<file path="config.mk">
export PLATFORM = sky130hd
export DESIGN_NAME = pwm_decoder
export DESIGN_NICKNAME = d
export VERILOG_FILES = /design/src/rtl/pwm_pkg.sv /design/src/rtl/pwm_decoder_synchronizer.sv /design/src/rtl/pwm_decoder.sv
export SDC_FILE = /design/constraint.sdc
export NUM_CORES = 1
export LEC_CHECK = 0
export BUFFER_PORTS_ARGS = -buffer_cell sky130_fd_sc_hd__buf_2
export CORE_MARGIN = 2
export CORE_UTILIZATION = 30
export CTS_BUF_LIST = sky130_fd_sc_hd__clkbuf_4
export CTS_CLUSTER_SIZE = 30
export DETAILED_ROUTE_END_ITERATION = 7
export GPL_TIMING_DRIVEN = 0
export PLACE_DENSITY = 0.47
export SLEW_MARGIN = 25
export SYNTH_ARGS = -nofsm -noshare
export SYNTH_HDL_FRONTEND = slang
export SYNTH_SLANG_ARGS = --single-unit
</file>
<file path="constraint.sdc">
create_clock -name clk -period 2.1 [get_ports clk]
set_input_delay 0.105 -clock clk [delete_from_list [all_inputs] [get_ports clk]]
set_output_delay 0.105 -clock clk [all_outputs]
set_load 0.05 [all_outputs]
</file>
<file path="src/rtl/pwm_pkg.sv">
// Shared PWM definitions: decoder FSM encoding and the window length common to DAC and decoder.
package pwm_pkg;
  localparam int PWM_CYCLES_PER_WINDOW = 1024;

  typedef enum logic {
    IDLE    = 1'b0,
    MEASURE = 1'b1
  } state_t;
endpackage

</file>
<file path="src/rtl/pwm_decoder_synchronizer.sv">
// Two-flop synchroniser for asynchronous level inputs.
// Latency 2 clk; free-running, no backpressure.
module synchronizer #(
  parameter int WIDTH = 1
) (
  input  logic             clk,
  input  logic             rst_n,
  input  logic [WIDTH-1:0] i_async,
  output logic [WIDTH-1:0] o_sync
);
  logic [WIDTH-1:0] r_meta;
  logic [WIDTH-1:0] r_sync;

  always_ff @(posedge clk or negedge rst_n) begin
    if (!rst_n) begin
      r_meta <= '0;
      r_sync <= '0;
    end else begin
      r_meta <= i_async;
      r_sync <= r_meta;
    end
  end

  assign o_sync = r_sync;
endmodule

</file>
<file path="src/rtl/pwm_decoder.sv">
// PWM duty decoder: recovers the DAC code from the high time of each window, flags bad periods.
// Latency: code_valid 1 clk after the synchronised rising edge; free-running, no backpressure.
module pwm_decoder
  import pwm_pkg::*;
#(
  parameter int CYCLES_PER_WINDOW = PWM_CYCLES_PER_WINDOW,
  parameter int CODE_WIDTH        = 10,
  parameter int TIMEOUT           = 2 * CYCLES_PER_WINDOW
) (
  input  logic                  clk,
  input  logic                  rst_n,
  input  logic                  pwm_in,
  output logic [CODE_WIDTH-1:0] code,
  output logic                  code_valid,
  output logic                  period_err,
  output logic                  locked
);
  localparam int CW    = $clog2(TIMEOUT) + 1;
  localparam int CMP_W = (CW > CODE_WIDTH) ? CW : CODE_WIDTH;
  localparam logic [CW-1:0]         CPW_C    = CW'(CYCLES_PER_WINDOW);
  localparam logic [CW-1:0]         TMO_C    = CW'(TIMEOUT);
  localparam logic [CW-1:0]         ONE_C    = CW'(1);
  localparam logic [CODE_WIDTH-1:0] CODE_MAX = '1;

  logic [1:0]            r_rst_sync;
  logic                  w_rst_n;
  logic                  w_s;
  logic                  r_s_d;
  logic                  w_rise;
  state_t                r_state, w_state_nxt;
  logic [CW-1:0]         r_icnt, r_pcnt, r_hcnt;
  logic [CW-1:0]         w_icnt_nxt, w_pcnt_nxt, w_hcnt_nxt, w_icnt_inc;
  logic [CODE_WIDTH-1:0] r_code, w_code_nxt, w_code_clip, w_code_lvl;
  logic                  r_code_valid, r_period_err, r_locked;
  logic                  w_vld_nxt, w_perr_nxt, w_lock_nxt;

  // Reset asserts asynchronously but releases on a clock edge.
  always_ff @(posedge clk or negedge rst_n) begin
    if (!rst_n) r_rst_sync <= 2'b00;
    else        r_rst_sync <= {r_rst_sync[0], 1'b1};
  end
  assign w_rst_n = r_rst_sync[1];

  synchronizer #(.WIDTH(1)) u_sync (
    .clk     (clk),
    .rst_n   (w_rst_n),
    .i_async (pwm_in),
    .o_sync  (w_s)
  );

  assign w_rise      = w_s & ~r_s_d;
  assign w_icnt_inc  = r_icnt + ONE_C;
  assign w_code_lvl  = w_s ? CODE_MAX : '0;
  assign w_code_clip = (CMP_W'(r_hcnt) > CMP_W'(CODE_MAX)) ? CODE_MAX : CODE_WIDTH'(r_hcnt);

  always_comb begin
    w_state_nxt = r_state;
    w_icnt_nxt  = r_icnt;
    w_pcnt_nxt  = r_pcnt;
    w_hcnt_nxt  = r_hcnt;
    w_code_nxt  = r_code;
    w_vld_nxt   = 1'b0;
    w_perr_nxt  = 1'b0;
    w_lock_nxt  = r_locked;
    case (r_state)
      IDLE: begin
        if (w_rise) begin
          w_state_nxt = MEASURE;
          w_pcnt_nxt  = ONE_C;
          w_hcnt_nxt  = ONE_C;
          w_icnt_nxt  = '0;
        end else if (w_icnt_inc == CPW_C) begin
          w_vld_nxt  = 1'b1;
          w_code_nxt = w_code_lvl;
          w_lock_nxt = 1'b0;
          w_icnt_nxt = '0;
        end else begin
          w_icnt_nxt = w_icnt_inc;
        end
      end
      MEASURE: begin
        // A rise on the timeout cycle still closes the window normally.
        if (w_rise) begin
          w_vld_nxt  = 1'b1;
          w_code_nxt = w_code_clip;
          w_perr_nxt = (r_pcnt != CPW_C);
          w_lock_nxt = (r_pcnt == CPW_C);
          w_pcnt_nxt = ONE_C;
          w_hcnt_nxt = ONE_C;
        end else if (r_pcnt >= TMO_C) begin
          w_vld_nxt   = 1'b1;
          w_code_nxt  = w_code_lvl;
          w_perr_nxt  = 1'b1;
          w_lock_nxt  = 1'b0;
          w_state_nxt = IDLE;
          w_icnt_nxt  = '0;
        end else begin
          w_pcnt_nxt = (r_pcnt == '1) ? r_pcnt : r_pcnt + ONE_C;
          w_hcnt_nxt = r_hcnt + CW'(w_s);
        end
      end
      default: w_state_nxt = IDLE;
    endcase
  end

  always_ff @(posedge clk or negedge w_rst_n) begin
    if (!w_rst_n) begin
      r_state      <= IDLE;
      r_s_d        <= 1'b0;
      r_icnt       <= '0;
      r_pcnt       <= '0;
      r_hcnt       <= '0;
      r_code       <= '0;
      r_code_valid <= 1'b0;
      r_period_err <= 1'b0;
      r_locked     <= 1'b0;
    end else begin
      r_state      <= w_state_nxt;
      r_s_d        <= w_s;
      r_icnt       <= w_icnt_nxt;
      r_pcnt       <= w_pcnt_nxt;
      r_hcnt       <= w_hcnt_nxt;
      r_code       <= w_code_nxt;
      r_code_valid <= w_vld_nxt;
      r_period_err <= w_perr_nxt;
      r_locked     <= w_lock_nxt;
    end
  end

  assign code       = r_code;
  assign code_valid = r_code_valid;
  assign period_err = r_period_err;
  assign locked     = r_locked;
endmodule
</file>
==> results of run 1 <==
==> per-stage QoR <==
step,worst slack (ns),util,power [W]
finish,-0.0902,0.371,0.00255
global route,-0.187,0.371,0.00271
CTS,-0.123,0.363,0.00256
detailed placement,-0.491,0.334,0.00183
global placement,-0.482,0.332,0.00182
floorplan,0.0134,-,0.00169
==> logic make-up (layout without fill, tap and decap cells) <==
logic type | count (synthesis) | in the layout
AND/OR/NAND/NOR | 113 | 113
buffers and inverters | 29 | 67
multiplexers | 11 | 11
XOR/XNOR | 18 | 18
other | 1 | 1
flip-flops | 55 | 55
AO/OA/AOI/OAI | 59 | 59
adder cells (fa/ha/maj) | 6 | 6
==> state kept, by name, summed over array words and instances, names as in the netlist <==
name / cells
r_hcnt: 12
r_icnt: 12
r_pcnt: 12
code: 10
r_rst_sync: 2
code_valid: 1
locked: 1
period_err: 1
r_s_d: 1
r_state: 1
u_sync.o_sync: 1
u_sync.r_meta: 1
==> power by group through the flow <==
stage          Combinational [W]  Clock [W]  Sequential, W
4_1_cts                 0.000611   0.000658        0.00129
3_5_place_dp            0.000500          0        0.00133
6_report                0.000621   0.000639        0.00129
2_1_floorplan           0.000253          0        0.00144
3_3_place_gp            0.000474          0        0.00135
5_1_grt                 0.000700   0.000698        0.00131
==> per-layer routing <==
metal / share of wire / vias to the layer above / routed length [um]
li1: - / 1091 / -
met1: 0.50 / 1068 / 3190
met2: 0.46 / 16 / 2970
met3: 0.024 / 7 / 151
met4: 0.012 / 0 / 78
met5: 0 / - / 0
==> layout make-up <==
type / instances / area share
clock inverter: 3 / 0.0139
buffer: 13 / 0.0216
clock buffer: 5 / 0.0110
sequential: 55 / 0.406
multi-input combinational: 208 / 0.425
tap: 111 / 0.0407
timing repair buffer: 32 / 0.0663
inverter: 14 / 0.0154
==> placed cells by master (no fill, tap or decap), drive strengths merged, types with 2 or more instances in the layout <==
cell type and n:
inv 15, a21boi 3, nand2 33, o31ai 2, nand4 8, nand3 10, dfrtp 55, dlygate4sd3 3
nor4 3, nor2b 2, o31a 2, or3 4, and3 4, o41ai 4, nor2 31, xnor2 5
nor3b 3, o21ai 28, a31oi 5, ha 6, nor3 4, buf 33, a21oi 6, and3b 2
mux2i 11, nand3b 2, o21a 2, clkbuf 14, xor2 13, nand2b 4
==> how the worst max path moves through the flow <==
stage                  startpoint         to  slack, ns
floorplan               r_icnt[0]    code[1]       0.01
global placement    r_rst_sync[1]  r_icnt[0]      -0.48
detailed placement      r_icnt[1]    code[8]      -0.49
CTS                     r_icnt[1]    code[5]      -0.12
global route            r_icnt[1]    code[6]      -0.19
finish                  r_icnt[1]    code[5]      -0.09
==> worst max-delay path, delay by kind of cell, from the launching register on <==
family / cells / cell delay (ns)
and+or+nand+nor: 1 / 0.34
muxes: 1 / 0.17
buffers and inverters: 1 / 0.23
adders and majority gates: 1 / 0.19
DFF: 1 / 0.46
AOI/OAI and AO/OA: 3 / 0.71
==> timing repair <==
action,CTS,global route
gates cloned,1,0
gates resized for setup,22,16
pin swaps,5,2
endpoints found under the hold margin,3,0
hold buffers,3,0
setup endpoints to repair,18,23
setup buffers,9,3
==> impl_metrics.csv, run 1 <==
group,metric,value,unit
finish,n_antenna_cell,0,
finish,multi_input_area,1450,um^2
grt,grt_pass1_wl,10800,um
pwr,p_leak,1.54,nW
run,max-cap-violations,0,
detailed_routing,first_iter_violations,110,
detailed_routing,wl,6390,um
finish,seq_area,1390,um^2
detailed_routing,ant_nets,0,
timing,period_share,1.04,
timing,fin_crit,2.19,ns
setup_path,worstSetupEndpointType,"flip-flop",
grt,grt_max_degree,41,
clock_network,cts_buffers,5,
finish,areaGrowthSynthToFinish,20.9,%
timing,tightest_slew,0.596,ns
logic_synthesis,synth_top_family_by_area,"simple AND/OR/NAND/NOR gates",
pwr,power_switching,0.000886,W
setup_path,critPathArrivalTime,2.51,ns
grt,busiest_layer,"met2",
logic_synthesis,synth_edf_count,0,
timing,fmax,0.457,GHz
pwr,p_comb_frac,0.244,
logic_synthesis,yosys.area_share.xor_xnor,0.0559,
setup_path,reg2regPathDepth,7,
grt,grt_pass1_vias,2167,
clock_network,clock_path_buffers,2,
detailed_routing,route.vias.total,2182,
logic_synthesis,async_reset_ff_frac,1.00,
logic_synthesis,synth.top_cell.area_share,0.488,
logic_synthesis,synthCells,292,
setup_path,cp-start-kind,"flip-flop",
timing,fin_skew,0.0256,ns
outcome,violations,"negative setup slack",
setup_path,path_class,"flip-flop to flip-flop",
timing,grt_setup_unrepaired,"yes",
setup_path,rr_startpoint,"r_icnt[1]",
finish,drive_gt1_frac,0.212,
die,core-area,9200,um^2
setup_path,rrSetupSlack,-0.09,ns
die,start_util,0.307,
clock_network,cts-htree-levels,2,
timing,hold_viol_final,0,
detailed_routing,drc_errors,0,
grt,antenna_found_initial,0,
place,io_buffers,15,
grt,grt_overflow,0,
logic_synthesis,synth_compound_area_frac,0.139,
hold_path,hp-class,"flip-flop to async pin",
logic_synthesis,synth_cell_types,48,
logic_synthesis,yosysMostFrequentCell,"dfrtp_1",
finish,stdcell_count,441,
clock_network,cts_tree,"yes",
clock_network,root_buffer,"clkbuf_4",
place,gp_congestion,0.722,
die,rows,35,
setup_path,reg2reg_to,"code[5]",
logic_synthesis,synth-adder-area-share,0.0266,
logic_synthesis,synth_common_cells,"55 x dfrtp_1, 33 x nand2_1, 31 x nor2_1",
logic_synthesis,muxShareOfSynthArea,0.0390,
logic_synthesis,synth_area_leaders,"dfrtp_1 49%, o21ai_0 4.8%, nand2_1 4.4%, nor2_1 4.1%, xor2_1 4.0%",
logic_synthesis,postSynthAreaPerCell,9.67,um^2
timing,setup_viol,11,
die,pin_count,16,
pwr,seqPwrFrac,0.506,
logic_synthesis,ys.flop_type,"dfrtp_1",
pwr,max-vdd-ir-drop,0.000336,V
die,die_width,101,um
setup_path,crit_slowest_cell,"o41ai_4",
timing,setup_slack,-0.0902,ns
place,place_inst,419,
die,dieArea,10200,um^2
logic_synthesis,syn-num-nets,301,
detailed_routing,vias_per_cell,4.95,
timing,slew_viol_final,0,
setup_path,path_cells,"ha_4 > or3_4 > o31ai_4 > o221ai_2 > o41ai_4 > buf_4 > mux2i_1",
pwr,clkPwrFrac,0.250,
logic_synthesis,synthSimpleGateAreaFrac,0.207,
pwr,p_per_area,747,nW/um^2
logic_synthesis,synth_top_cell_by_area,"dfrtp_1",
setup_path,cp_max_fo,6,
detailed_routing,drtPass1Iterations,4,
grt,grtUsageMet1,0.186,
clock_network,clk_latency,0.40,ns
finish,final_cell_area,3410,um^2
pwr,internal-power,0.00167,W
setup_path,worst_ep_required_time,2.42,ns
setup_path,slowest_delay,0.47,ns
place,dpl_cell_area,3070,um^2
grt,grtUsageMet3,0.0243,
timing,setup_tns,-0.679,ns
place,dp_hpwl,4080,um
finish,final_nets,338,
logic_synthesis,seq_area_frac_synth,0.488,
finish,fill_cells,958,
logic_synthesis,syn-cell-area,2820,um^2
timing,fin_hold_ws,0.188,ns
logic_synthesis,yosysWarnings,0,
timing,slew_headroom,0.603,
die,fp.dieH,101,um
grt,met2_usage,0.215,
clock_network,clkTransAtPathRegs,0.18,ns
clock_network,clkSinkCount,55,
grt,grtUsageTotal,0.134,
outcome,status,"finished, violations left",
pwr,switching_share,0.347,
detailed_routing,wl_per_cell,14.5,um
logic_synthesis,ys_seq_elements,55,
Note: power is estimated with default switching activity, not from simulation.
==> run 2: changes to the inputs <==
--- a/config.mk
+++ b/config.mk
@@ -7,13 +7,13 @@
 export LEC_CHECK = 0
 export BUFFER_PORTS_ARGS = -buffer_cell sky130_fd_sc_hd__buf_2
 export CORE_MARGIN = 2
-export CORE_UTILIZATION = 30
+export CORE_UTILIZATION = 60
 export CTS_BUF_LIST = sky130_fd_sc_hd__clkbuf_4
 export CTS_CLUSTER_SIZE = 30
 export DETAILED_ROUTE_END_ITERATION = 7
 export GPL_TIMING_DRIVEN = 0
-export PLACE_DENSITY = 0.47
-export SLEW_MARGIN = 25
+export PLACE_DENSITY = 0.81
+export SLEW_MARGIN = 30
 export SYNTH_ARGS = -nofsm -noshare
 export SYNTH_HDL_FRONTEND = slang
 export SYNTH_SLANG_ARGS = --single-unit
==> impl_metrics.csv, run 2 (synthesis results as in run 1) <==
group,metric,value,unit
outcome,status,"finished, violations left",
outcome,violations,"negative setup slack",
place,place_inst,360,
die,fp.dieH,72.6,um
finish,final_nets,343,
clock_network,root_buffer,"clkbuf_4",
pwr,p_leak,1.52,nW
die,pin_count,16,
grt,grt_max_degree,33,
run,max-cap-violations,0,
clock_network,clock_path_buffers,2,
die,dieArea,5270,um^2
finish,n_antenna_cell,0,
detailed_routing,ant_nets,0,
timing,period_share,1.08,
setup_path,path_cells,"ha_4 > buf_6 > nand3_4 > mux2i_1 > nand4_1 > o41ai_4 > buf_4 > buf_6 > mux2i_1",
timing,tightest_slew,0.645,ns
finish,drive_gt1_frac,0.203,
die,rows,24,
detailed_routing,route.vias.total,2328,
clock_network,cts-htree-levels,2,
clock_network,clkSinkCount,55,
finish,multi_input_area,1450,um^2
finish,seq_area,1380,um^2
die,die_width,72.6,um
finish,fin_util,0.755,
place,dp_slack,-0.359,ns
timing,setup_viol,10,
detailed_routing,drc_errors,0,
timing,slew_viol_final,0,
timing,fin_skew,0.0254,ns
finish,top_regs,"r_hcnt x12, r_icnt x12, r_pcnt x12",
clock_network,clkTransAtPathRegs,0.15,ns
detailed_routing,wl,6380,um
timing,setup_slack,-0.169,ns
place,io_buffers,15,
setup_path,critPathArrivalTime,2.58,ns
setup_path,slowest_delay,0.46,ns
setup_path,path_class,"flip-flop to flip-flop",
die,start_util,0.635,
die,core-area,4440,um^2
finish,areaGrowthSynthToFinish,18.9,%
timing,grt_setup_unrepaired,"yes",
detailed_routing,first_iter_violations,176,
grt,grt_overflow,0,
setup_path,worst_ep_required_time,2.42,ns
grt,grt_pass1_wl,10600,um
detailed_routing,wl_per_cell,16.5,um
setup_path,crit_slowest_cell,"dfrtp_2",
timing,hold_viol_final,0,
hold_path,hp-class,"flip-flop to async pin",
setup_path,cp-start-kind,"flip-flop",
timing,setup_tns,-1.37,ns
finish,layout_commonest_cell,"dfrtp_1",
pwr,p_per_area,727,nW/um^2
place,dp_hpwl,3810,um
grt,grtUsageTotal,0.260,
timing,fmax,0.441,GHz
place,gp_congestion,0.817,
clock_network,clk_latency,0.40,ns
finish,fill_cells,311,
pwr,power.total,0.00244,W
finish,most-common-layout-cells,"51 x dfrtp_1, 32 x nand2_1, 31 x nor2_1, 25 x o21ai_0, 16 x buf_2",
finish,stdcell_count,387,
timing,slew_headroom,0.569,
setup_path,cp_max_fo,6,
detailed_routing,vias_per_cell,6.02,
clock_network,cts_buffers,5,
grt,antenna_found_initial,0,
detailed_routing,drtPass1Iterations,4,
grt,grt_pass1_vias,2337,
clock_network,cts_tree,"yes",
setup_path,worstSetupEndpointType,"flip-flop",
pwr,max-vdd-ir-drop,0.000649,V
timing,fin_crit,2.27,ns
## run 2: changes by cell type in the layout (fill, tap and decap cells not counted), moves of 2 or more
cell / change
buf_6: +2
clkbuf_1: +4
clkbuf_2: -3
o21ai_0: -2
o21ai_1: +2
## run 2: path summary, 6_finish.rpt
kind | from | end | slack, ns | cells past startpoint
min reg2reg | r_rst_sync[1] | code_valid | 0.23 | 0
max in group asynchronous | rst_n | r_rst_sync[1] | 0.89 | 4
min in group clk | pwm_in | u_sync.r_meta | 0.36 | 2
max reg2reg | r_icnt[1] | code[4] | -0.17 | 9
max | r_icnt[1] | code[4] | -0.17 | 9
min | r_rst_sync[1] | code_valid | 0.23 | 0
## run 2: routing by layer
metal | vias up | wire length [um] | GRT usage
li1 | 1107 | - | -
met1 | 1132 | 2800 | 0.332
met2 | 75 | 3140 | 0.430
met3 | 14 | 313 | 0.0497
met4 | 0 | 127 | 0.117
met5 | - | 0 | 0
## run 2: timing repair
| action | 4_1_cts | 5_1_grt |
|---|---|---|
| gates cloned | 1 | 0 |
| pin swaps | 6 | 3 |
| hold buffers | 4 | 0 |
| gates resized for setup | 21 | 12 |
| setup endpoints to repair | 18 | 20 |
| buffers inserted | 12 | 3 |
| endpoints found under the hold margin | 3 | 0 |
## run 2: report_power, final
part           switching, W  internal [W]
clock              0.000341      0.000149
sequential         0.000119       0.00118
combinational      0.000407      0.000248
total              0.000867       0.00157
## run 2: per-stage QoR
| step | hold slack, ns | instance area (um^2) |
|---|---|---|
| floorplan | -0.191 | 2840 |
| global placement | -0.111 | 2980 |
| detailed placement | -0.109 | 3000 |
| CTS | 0.237 | 3290 |
| global route | 0.260 | 3360 |
| finish | 0.230 | 3360 |
## run 2: cell type report
type                            count  area share
Buffer                             14      0.0220
Clock buffer                        6      0.0134
Clock inverter                      2     0.00522
Inverter                           14      0.0157
Multi-Input combinational cell    208       0.433
Sequential cell                    55       0.412
Tap cell                           52      0.0194
Timing Repair Buffer               36      0.0794
## run 2: critical path, delay by kind of cell (launching register included)
family | cells | cell delay (ns)
buffers and inverters | 3 | 0.45
adders and majority gates | 1 | 0.20
DFF | 1 | 0.46
and+or+nand+nor | 2 | 0.31
AOI/OAI and AO/OA | 1 | 0.38
muxes | 2 | 0.42
==> run 3: changes to the inputs <==
==> constraint.sdc (replaced) <==
create_clock -name clk -period 2.3 [get_ports clk]
set_input_delay 0.115 -clock clk [delete_from_list [all_inputs] [get_ports clk]]
set_output_delay 0.115 -clock clk [all_outputs]
set_load 0.05 [all_outputs]
==> impl_metrics.csv, run 3 (synthesis results as in run 1) <==
group,metric,value,unit
outcome,status,"finished clean",
detailed_routing,ant_nets,0,
timing,fmax,0.463,GHz
setup_path,reg2reg_to,"code[4]",
timing,slew_headroom,0.545,
timing,setup_tns,0,ns
timing,hold_viol_final,0,
grt,grt_pass1_wl,8930,um
finish,fin_util,0.709,
clock_network,clock_path_buffers,2,
timing,slew_viol_final,0,
run,max-cap-violations,0,
pwr,clkPwrFrac,0.201,
detailed_routing,drtPass1Iterations,4,
detailed_routing,route.vias.total,2169,
die,dieArea,5270,um^2
finish,drive_gt1_frac,0.152,
setup_path,rrSetupSlack,0.14,ns
die,pin_count,16,
pwr,p_leak,1.45,nW
die,fp.dieH,72.6,um
finish,n_antenna_cell,0,
hold_path,hp-class,"primary input to async pin",
pwr,switching_share,0.340,
detailed_routing,wl,5290,um
die,die_width,72.6,um
pwr,max-vdd-ir-drop,0.000574,V
grt,antenna_found_initial,0,
setup_path,cp-start-kind,"flip-flop",
setup_path,path_class,"flip-flop to flip-flop",
clock_network,cts_tree,"yes",
pwr,p_per_area,665,nW/um^2
place,gp_congestion,0.866,
die,start_util,0.635,
die,rows,24,
timing,setup_viol,0,
timing,grt_setup_unrepaired,"no",
detailed_routing,wl_per_cell,14.1,um
finish,final_nets,331,
setup_path,rr_startpoint,"r_icnt[0]",
detailed_routing,first_iter_violations,160,
finish,most-common-layout-cells,"52 x dfrtp_1, 33 x nand2_1, 31 x nor2_1, 27 x o21ai_0, 17 x buf_2",
clock_network,cts_buffers,5,
detailed_routing,drc_errors,0,
detailed_routing,wl_met3,271,um
clock_network,clk_latency,0.38,ns
setup_path,cp_max_fo,9,
finish,layout_commonest_cell,"dfrtp_1",
detailed_routing,route.met2.wl,2400,um
timing,fin_crit,2.16,ns
grt,grtUsageTotal,0.218,
detailed_routing,drt-met1-wl,2540,um
die,core-area,4440,um^2
clock_network,cts-htree-levels,2,
clock_network,clkSinkCount,55,
detailed_routing,top_layer_used,"met4",
timing,period_share,0.939,
detailed_routing,vias_per_cell,5.78,
pwr,internal-power,0.00138,W
setup_path,critPathArrivalTime,2.47,ns
place,dpl_cell_area,2990,um^2
pwr,power_switching,0.000713,W
clock_network,clkTransAtPathRegs,0.14,ns
grt,grt_overflow,0,
clock_network,root_buffer,"clkbuf_4",
grt,grt_max_degree,44,
finish,areaGrowthSynthToFinish,11.7,%
setup_path,worst_ep_required_time,2.61,ns
pwr,seqPwrFrac,0.561,
finish,final_cell_area,3150,um^2
place,dp_hpwl,3540,um
timing,tightest_slew,0.680,ns
grt,grt_pass1_vias,1916,
place,io_buffers,15,
setup_path,worstSetupEndpointType,"flip-flop",
setup_path,reg2regPathDepth,7,
finish,top_regs,"r_hcnt x12, r_icnt x12, r_pcnt x12",
pwr,p_comb_frac,0.238,
timing,fin_skew,0.00726,ns
-- run 3: cell types whose count changed in the layout (fill, tap and decap cells not counted), sizes merged --
cell	change
clkinvlp	+1
clkinv	-1
dlygate4sd3	-2
buf	-10
-- run 3: area by class of cell --
type                            count  area (um^2)
Multi-Input combinational cell    208         1370
Clock buffer                        6         45.0
Tap cell                           52         65.1
Clock inverter                      2         12.5
Buffer                             14         66.3
Timing Repair Buffer               24          160
Fill cell                         342         1290
Sequential cell                    55         1380
Inverter                           14         52.6
-- run 3: critical path, cell delays in order (launching register included) --
cell and delay [ns]:
dfrtp_2 0.41, buf_4 0.16, nand3_2 0.18, nor3_4 0.30, a31oi_2 0.21, o41ai_4 0.43
buf_4 0.23, mux2i_1 0.18
-- run 3: stage by stage --
stage,total power [W],hold slack (ns),cells,worst slack (ns)
6_report,0.00210,0.0383,375,0.141
5_1_grt,0.00222,0.0402,375,0.00133
4_1_cts,0.00211,0.0297,374,0.0123
3_5_place_dp,0.00166,-0.0964,360,-0.144
3_3_place_gp,0.00164,-0.101,359,-0.102
2_1_floorplan,0.00154,-0.181,292,0.146
-- run 3: what timing repair did --
item | CTS | global route
setup buffers | 4 | 1
hold buffers | 2 | 0
resized for setup | 5 | 6
endpoints found under the setup margin | 9 | 15
pin swaps | 3 | 2
hold endpoints to repair | 3 | 0
gates cloned | 1 | 0
-- run 3: worst max-delay path by stage --
stage,startpoint,endpoint,slack [ns],depth (start not counted)
detailed placement,r_icnt[0],code[9],-0.14,8
global placement,r_icnt[0],code[9],-0.10,8
floorplan,r_icnt[0],code[1],0.15,8
CTS,r_icnt[0],code[4],0.01,7
finish,r_icnt[0],code[4],0.14,7
global route,r_icnt[0],code[4],0.001,7
-- run 3: power by group through the flow --
stage | sequential [W] | clock [W] | combinational (W)
2_1_floorplan | 0.00131 | 0 | 0.000230
3_3_place_gp | 0.00122 | 0 | 0.000420
3_5_place_dp | 0.00121 | 0 | 0.000447
4_1_cts | 0.00117 | 0.000438 | 0.000496
5_1_grt | 0.00119 | 0.000458 | 0.000571
6_report | 0.00118 | 0.000421 | 0.000500
-- run 3: per-layer routing --
metal | GRT usage | vias to the layer above
met5 | 0 | -
met4 | 0.0700 | 0
met2 | 0.327 | 41
met3 | 0.0470 | 8
met1 | 0.317 | 1048
li1 | - | 1072
